**config.mk**
```make
export PLATFORM = sky130hd
export DESIGN_NAME = lcd_page_arbiter_flat
export DESIGN_NICKNAME = d
export VERILOG_FILES = /design/src/rtl/lcd_page_arbiter_if.sv /design/src/rtl/lcd_page_arbiter.sv /design/src/flat_wrapper.sv
export SDC_FILE = /design/constraint.sdc
export NUM_CORES = 1
export LEC_CHECK = 0
export CORE_AREA = 2 2 402 404
export DETAILED_ROUTE_END_ITERATION = 16
export DIE_AREA = 0 0 404 406
export DONT_BUFFER_PORTS = 1
export GPL_ROUTABILITY_DRIVEN = 0
export GPL_TIMING_DRIVEN = 0
export SETUP_SLACK_MARGIN = 0.2
export SYNTH_ARGS = -nofsm -noshare
export SYNTH_HDL_FRONTEND = slang
export SYNTH_SLANG_ARGS = --single-unit
export TNS_END_PERCENT = 20
```
**constraint.sdc**
```tcl
create_clock -name CLOCK_50 -period 2.7 [get_ports CLOCK_50]
set_input_delay 0.405 -clock CLOCK_50 [delete_from_list [all_inputs] [get_ports CLOCK_50]]
set_output_delay 0.405 -clock CLOCK_50 [all_outputs]
set_load 0.03 [all_outputs]
```
**src/rtl/lcd_page_arbiter_if.sv**
```systemverilog
// Page-request, frame-content and backlight signals between the LCD page sources,
// the page arbiter and the LCD driver.
interface lcd_page_arbiter_if;
    logic [2:0]   req;
    logic [255:0] frame0;
    logic [255:0] frame1;
    logic [255:0] frame2;
    logic         frame_done;
    logic         bl_in;
    logic [255:0] data_out;
    logic [2:0]   grant;
    logic         bl_out;

    modport master (
        output req, frame0, frame1, frame2, frame_done, bl_in,
        input  data_out, grant, bl_out
    );

    modport slave (
        input  req, frame0, frame1, frame2, frame_done, bl_in,
        output data_out, grant, bl_out
    );
endinterface

```
**src/rtl/lcd_page_arbiter.sv**
```systemverilog
// Chooses which of three 32-character pages the LCD shows, holding each page for a dwell
// time unless preempted. Optional backlight blink on the alarm page: macro LCD_ARB_BLINK_EN.
module lcd_page_arbiter #(
    parameter int DWELL_FRAMES = 8,
    parameter int BLINK_FRAMES = 16
) (
    input  logic              CLOCK_50,
    input  logic              rst,
    lcd_page_arbiter_if.slave bus
);

    localparam int               DW_W       = $clog2(DWELL_FRAMES) + 1;
    localparam logic [DW_W-1:0]  DWELL_MAX  = DW_W'(DWELL_FRAMES - 1);
    localparam logic [DW_W-1:0]  DWELL_ONE  = DW_W'(1);
    localparam logic [DW_W-1:0]  DWELL_ZERO = DW_W'(0);
    localparam logic [1:0]       ST_HOLD    = 2'd0;
    localparam logic [1:0]       ST_FREE    = 2'd1;
    localparam logic [1:0]       ST_SWAP    = 2'd2;
    localparam logic [255:0]     BLANK      = {32{8'h20}};

    if (DWELL_FRAMES < 1 || BLINK_FRAMES < 1) begin : g_param_check
        $error("lcd_page_arbiter: DWELL_FRAMES and BLINK_FRAMES must be at least 1");
    end

    function automatic logic [2:0] src_onehot(input logic [1:0] src);
        case (src)
            2'd1:    src_onehot = 3'b010;
            2'd2:    src_onehot = 3'b100;
            default: src_onehot = 3'b001;
        endcase
    endfunction

    function automatic logic [1:0] top_src(input logic [2:0] elig);
        if (elig[2]) begin
            top_src = 2'd2;
        end else if (elig[1]) begin
            top_src = 2'd1;
        end else begin
            top_src = 2'd0;
        end
    endfunction

    function automatic logic [255:0] pick_frame(input logic [1:0] src, input logic [255:0] f0,
                                                input logic [255:0] f1, input logic [255:0] f2);
        case (src)
            2'd1:    pick_frame = f1;
            2'd2:    pick_frame = f2;
            default: pick_frame = f0;
        endcase
    endfunction

    logic [1:0]      state_r;
    logic [1:0]      owner_r;
    logic [1:0]      pending_r;
    logic [DW_W-1:0] dwell_r;
    logic [255:0]    data_out_r;
    logic [2:0]      grant_r;
    logic            bl_out_r;

    logic [2:0]      elig_s;
    logic [1:0]      top_s;
    logic [1:0]      swap_pend_s;
    logic [DW_W-1:0] dwell_inc_s;
    logic [255:0]    owner_frame_s;
    logic [255:0]    pend_frame_s;
    logic [1:0]      state_nx_s;
    logic [1:0]      owner_nx_s;
    logic [1:0]      pending_nx_s;
    logic [DW_W-1:0] dwell_nx_s;
    logic [255:0]    data_nx_s;

    // Source 0 is always eligible; pending follows the highest requester while a switch waits.
    always_comb begin
        elig_s        = bus.req | 3'b001;
        top_s         = top_src(elig_s);
        dwell_inc_s   = (dwell_r == DWELL_MAX) ? dwell_r : (dwell_r + DWELL_ONE);
        owner_frame_s = pick_frame(owner_r, bus.frame0, bus.frame1, bus.frame2);
        if ((top_s > pending_r) || !elig_s[pending_r]) begin
            swap_pend_s = top_s;
        end else begin
            swap_pend_s = pending_r;
        end
        pend_frame_s  = pick_frame(swap_pend_s, bus.frame0, bus.frame1, bus.frame2);
    end

    // Next-state logic for the HOLD / FREE / SWAP arbiter.
    always_comb begin
        state_nx_s   = state_r;
        owner_nx_s   = owner_r;
        pending_nx_s = pending_r;
        dwell_nx_s   = dwell_r;
        data_nx_s    = data_out_r;
        case (state_r)
            ST_HOLD: begin
                if (bus.frame_done) begin
                    dwell_nx_s = dwell_inc_s;
                    data_nx_s  = owner_frame_s;
                end else begin
                    dwell_nx_s = dwell_r;
                end
                if (top_s > owner_r) begin
                    state_nx_s   = ST_SWAP;
                    pending_nx_s = top_s;
                end else if (bus.frame_done && (dwell_inc_s == DWELL_MAX)) begin
                    state_nx_s = ST_FREE;
                end else begin
                    state_nx_s = ST_HOLD;
                end
            end
            ST_FREE: begin
                if (bus.frame_done) begin
                    data_nx_s = owner_frame_s;
                end else begin
                    data_nx_s = data_out_r;
                end
                if (top_s != owner_r) begin
                    state_nx_s   = ST_SWAP;
                    pending_nx_s = top_s;
                end else begin
                    state_nx_s = ST_FREE;
                end
            end
            ST_SWAP: begin
                pending_nx_s = swap_pend_s;
                if (swap_pend_s == owner_r) begin
                    // Switch cancelled: keep owner and dwell, only refresh the snapshot.
                    state_nx_s = ST_FREE;
                    if (bus.frame_done) begin
                        data_nx_s = owner_frame_s;
                    end else begin
                        data_nx_s = data_out_r;
                    end
                end else if (bus.frame_done) begin
                    state_nx_s = ST_HOLD;
                    owner_nx_s = swap_pend_s;
                    data_nx_s  = pend_frame_s;
                    dwell_nx_s = DWELL_ZERO;
                end else begin
                    state_nx_s = ST_SWAP;
                end
            end
            default: begin
                state_nx_s   = ST_FREE;
                owner_nx_s   = 2'd0;
                pending_nx_s = 2'd0;
                dwell_nx_s   = DWELL_ZERO;
            end
        endcase
    end

    // Arbiter state and registered page outputs.
    always_ff @(posedge CLOCK_50) begin
        if (rst) begin
            state_r    <= ST_FREE;
            owner_r    <= 2'd0;
            pending_r  <= 2'd0;
            dwell_r    <= DWELL_ZERO;
            data_out_r <= BLANK;
            grant_r    <= 3'b001;
        end else begin
            state_r    <= state_nx_s;
            owner_r    <= owner_nx_s;
            pending_r  <= pending_nx_s;
            dwell_r    <= dwell_nx_s;
            data_out_r <= data_nx_s;
            grant_r    <= src_onehot(owner_nx_s);
        end
    end

`ifdef LCD_ARB_BLINK_EN
    localparam int              BK_W      = $clog2(BLINK_FRAMES) + 1;
    localparam logic [BK_W-1:0] BLINK_MAX = BK_W'(BLINK_FRAMES - 1);
    localparam logic [BK_W-1:0] BLINK_ONE = BK_W'(1);

    logic [BK_W-1:0] blink_cnt_r;

    // Backlight: blinks while the alarm page owns the display, otherwise follows bl_in.
    always_ff @(posedge CLOCK_50) begin
        if (rst) begin
            blink_cnt_r <= {BK_W{1'b0}};
            bl_out_r    <= 1'b0;
        end else if ((owner_nx_s == 2'd2) && (owner_r != 2'd2)) begin
            blink_cnt_r <= {BK_W{1'b0}};
            bl_out_r    <= 1'b1;
        end else if (owner_r == 2'd2) begin
            if (bus.frame_done && (blink_cnt_r == BLINK_MAX)) begin
                blink_cnt_r <= {BK_W{1'b0}};
                bl_out_r    <= ~bl_out_r;
            end else if (bus.frame_done) begin
                blink_cnt_r <= blink_cnt_r + BLINK_ONE;
                bl_out_r    <= bl_out_r;
            end else begin
                blink_cnt_r <= blink_cnt_r;
                bl_out_r    <= bl_out_r;
            end
        end else begin
            blink_cnt_r <= blink_cnt_r;
            bl_out_r    <= bus.bl_in;
        end
    end
`else
    // Backlight passes through with one cycle of latency.
    always_ff @(posedge CLOCK_50) begin
        if (rst) begin
            bl_out_r <= 1'b0;
        end else begin
            bl_out_r <= bus.bl_in;
        end
    end
`endif

    assign bus.data_out = data_out_r;
    assign bus.grant    = grant_r;
    assign bus.bl_out   = bl_out_r;

endmodule

```
**src/flat_wrapper.sv**
```systemverilog
// flat-port wrapper written by rule: the top's interface ports become plain ports
module lcd_page_arbiter_flat 
#(
    parameter int DWELL_FRAMES = 8,
    parameter int BLINK_FRAMES = 16
)
  (CLOCK_50, rst, bus_req, bus_frame0, bus_frame1, bus_frame2, bus_frame_done, bus_bl_in, bus_data_out, bus_grant, bus_bl_out);
  lcd_page_arbiter_if bus_i ();
  input  logic CLOCK_50;
  input  logic rst;
  input wire logic [$bits(bus_i.req)-1:0] bus_req;
  input wire logic [$bits(bus_i.frame0)-1:0] bus_frame0;
  input wire logic [$bits(bus_i.frame1)-1:0] bus_frame1;
  input wire logic [$bits(bus_i.frame2)-1:0] bus_frame2;
  input wire logic [$bits(bus_i.frame_done)-1:0] bus_frame_done;
  input wire logic [$bits(bus_i.bl_in)-1:0] bus_bl_in;
  output wire logic [$bits(bus_i.data_out)-1:0] bus_data_out;
  output wire logic [$bits(bus_i.grant)-1:0] bus_grant;
  output wire logic [$bits(bus_i.bl_out)-1:0] bus_bl_out;
  assign bus_i.req = bus_req;
  assign bus_i.frame0 = bus_frame0;
  assign bus_i.frame1 = bus_frame1;
  assign bus_i.frame2 = bus_frame2;
  assign bus_i.frame_done = bus_frame_done;
  assign bus_i.bl_in = bus_bl_in;
  assign bus_data_out = bus_i.data_out;
  assign bus_grant = bus_i.grant;
  assign bus_bl_out = bus_i.bl_out;
  lcd_page_arbiter #(.DWELL_FRAMES(DWELL_FRAMES), .BLINK_FRAMES(BLINK_FRAMES)) u_core (.CLOCK_50(CLOCK_50), .rst(rst), .bus(bus_i));
endmodule
```
==> impl_metrics.tcl <==
set metrics [dict create \
    syn_area_um2 23230 \
    reg2reg_depth 9 \
    synth_top_area_cell "dfxtp_1" \
    power.leakage_nw 11.43 \
    io_pins 1035 \
    async_reset_ff_share_pct 0 \
    finalCriticalPeriod_ns 2.559 \
    clk_pin_slew_ns 0.07 \
    vias_per_cell 5.397 \
    critPathMostFrequentCell "buf_2" \
    tns_ns 0 \
    r2r_start "u_core.owner_r[0]" \
    hold_start "bus_frame2[179]" \
    cts-root-buf "clkbuf_16" \
    start_kind "input port" \
    antenna_found_initial 56 \
    synth_ff_type "dfxtp_1" \
    rsz0062_at_grt "true" \
    drt-initial-drc-count 3814 \
    cts_buffer_depth 3 \
    wl_per_cell_um 33.41 \
    syn_to_final_growth_pct 23.56 \
    synth_cell_type_count 44 \
    avgSynthCellArea_um2 7.596 \
    vias 28640 \
    htree_levels 2 \
    yosysWarnings 0 \
    critical_path.max_fanout 10 \
    worstPathRequired_ns 3.18 \
    grt_max_degree 12 \
    final_hold_viol_count 0 \
    firstDrtPassIters 7 \
    cp.arrival_ns 3.04 \
    maxCapViolCount 0 \
    syn-num-nets 3843 \
    ys_ff_latch 270 \
    chipHeight_um 406 \
    nets 3906 \
    n_fill_cell 17990 \
    critPathBufInv 4 \
    gr-total-overflow 0 \
    synth_enable_flop_cells 0 \
    max_slew_margin_pct 18.25 \
    clock_sinks 270 \
    seq_area_frac_synth_pct 23.26 \
    cp_cell_sequence "buf_2 -> buf_2 -> clkbuf_2 -> buf_1 -> mux2i_1 -> o211ai_1 -> a32o_1" \
    critPathTopFamily "buffers and inverters" \
    cts_tree "yes" \
    yosys-top-cells-count "743 x nand2_1, 512 x mux2i_1, 273 x clkbuf_1, 270 x dfxtp_1, 264 x o21ai_0" \
    power.density_nw_per_um2 507.0 \
    grt_usage_pct 20.11 \
    min_to "u_core.bus.data_out[179]" \
    clk_latency_ns 0.60 \
    cp.depth 7 \
    rr_endpoint "u_core.bus.data_out[78]" \
    placed_cells 5147 \
    rows 147 \
    layout-drive-gt1-share_pct 10.42 \
    grt_pass1_vias 26260 \
    fmax_mhz 390.8 \
    peakVddDrop_mv 0.4095 \
    critPathCaptureType "flop" \
    finalSetupViolCount 0 \
    drv_slew 0 \
    period_share_pct 94.78 \
    finalCoreUtilization_pct 17.98 \
    die_area_um2 164000 \
    crit_path_top_delay_cell "buf_1" \
    drc 0 \
    crit_type "in -> reg" \
    stdcell_count 5307 \
    cts_buffers 39 \
    rrSetupSlack_ns 0.18 \
    synth.most_common_cell "nand2_1" \
    synth_area_leaders "dfxtp_1 23%, mux2i_1 22%, nand2_1 12%, a32o_1 9.6%, a22oi_1 8.3%" \
    hold_class "in -> reg" \
    ant_nets 0 \
    initial_core_util_pct 14.55 \
    hpwl_mm 142.9 \
    worst_path_largest_cell_delay_ns 0.63 \
    status "completed" \
    synth_top_area_share_pct 23.26 \
    fp.dieW_um 404 \
    min_path_cells 3 \
    grt_pass1_wl_mm 228.6 \
    wirelength_mm 177.3 \
    port_buffers 0 \
    worstMarginPinSlew_ns 1.226 \
    syn_inst 3059 \
    worst_clock_skew_ns 0.01300 \
    core_area_um2 159600 \
]
worst min-delay path, cell delays in order:
cell and delay [ns]:
nand2_1 0.03, o211ai_1 0.08, a32o_1 0.16
how the worst max path moves through the flow:
stage / slack, ns / start / end
after CTS: 0.15 / u_core.owner_r[0] / u_core.bus.data_out[22]
after detailed placement: -2.64 / u_core.owner_r[0] / u_core.bus.data_out[2]
after global placement: -2.57 / u_core.owner_r[0] / u_core.bus.data_out[4]
final: 0.14 / bus_req[1] / u_core.bus.data_out[40]
after floorplan: 0.20 / bus_req[1] / u_core.bus.data_out[120]
after global routing: 0.09 / bus_req[1] / u_core.bus.data_out[43]
cell families after synthesis:
group	after synthesis	synth area share, %
xor gates and xnor gates	1	0.03770
and+or+nand+nor	812	13.46
adders and majority gates	9	0.4847
buffers and inverters	359	6.144
muxes	513	22.11
AOI/OAI and AO/OA	1095	34.51
DFF	270	23.26
power by group:
part / leakage (nW) / switching, W / internal, W
combinational: 8.59 / 0.00181 / 0.00134
clock: 0.606 / 0.00239 / 0.00306
sequential: 2.23 / 0.00155 / 0.00441
cell type report:
class                   instances  area [µm²]  area share, %
flip-flops and latches        270        5414          18.86
repair buffers                 22       320.3          1.116
multi-input cells            2430       16510          57.52
inverters                       9       33.78         0.1177
clock buffers                  52        1105          3.848
plain buffers                 350        2386          8.311
well taps                    2086        2610          9.091
diodes                         74       185.2         0.6450
clock inverters                14       141.4         0.4925
sequential cells by signal, indices dropped and copies added (netlist names):
signal and cells:
u_core.bus.grant 3, u_core.pending_r 2, u_core.dwell_r 4, u_core.bus.data_out 256, u_core.owner_r 2, u_core.bus.bl_out 1
u_core.state_r 2
per-layer routing:
layer	GRT usage, %	routed length, µm
met5	1.130	207
met4	14.11	13690
met3	12.06	27560
met2	29.33	74860
met1	21.42	61000
timing repair:
item                                    4_1_cts  5_1_grt
resized for setup                           263       94
setup buffers                                11        2
endpoints found under the hold margin         1        0
endpoints found under the setup margin      263      252
hold buffers                                  1        0
gates cloned                                  5        1
pin swaps                                    18        6
stage by stage:
step                      worst slack (ns)  instance area, µm²  hold slack [ns]  power, W
after floorplan                     0.2007               23420           0.5107  0.007742
after global placement              -2.568               26030           0.5336  0.008827
after detailed placement            -2.638               26060           0.5427  0.008915
after CTS                           0.1513               28370          0.04745   0.01453
after global routing               0.08993               28660          0.08103   0.01501
final                               0.1409               28710           0.1061   0.01456
cells in the final DEF (no fill, tap or decap), types with 2 or more instances in the layout:
| master | instances |
|---|---|
| clkbuf_16 | 48 |
| diode_2 | 74 |
| clkbuf_4 | 22 |
| buf_6 | 17 |
| dfxtp_1 | 267 |
| a21oi_1 | 76 |
| o211ai_1 | 229 |
| o21ai_1 | 4 |
| ha_1 | 6 |
| buf_12 | 11 |
| inv_2 | 2 |
| inv_1 | 7 |
| bufinv_16 | 2 |
| clkinv_2 | 5 |
| buf_1 | 10 |
| buf_2 | 24 |
| mux2i_1 | 512 |
| nand2b_1 | 3 |
| clkbuf_8 | 23 |
| nor2_1 | 43 |
| a221o_1 | 32 |
| clkinvlp_4 | 4 |
| o21ai_0 | 260 |
| clkbuf_1 | 120 |
| clkbuf_2 | 92 |
| inv_6 | 2 |
| ha_4 | 2 |
| nor2b_1 | 4 |
| nand3_1 | 2 |
| nand2_1 | 743 |
| buf_4 | 38 |
| a22oi_1 | 257 |
| nor2b_4 | 2 |
| a32o_1 | 224 |
| dfxtp_4 | 2 |
| buf_8 | 10 |
| nor3_1 | 2 |
| buf_16 | 7 |
Power figures use the tool's default switching activity.
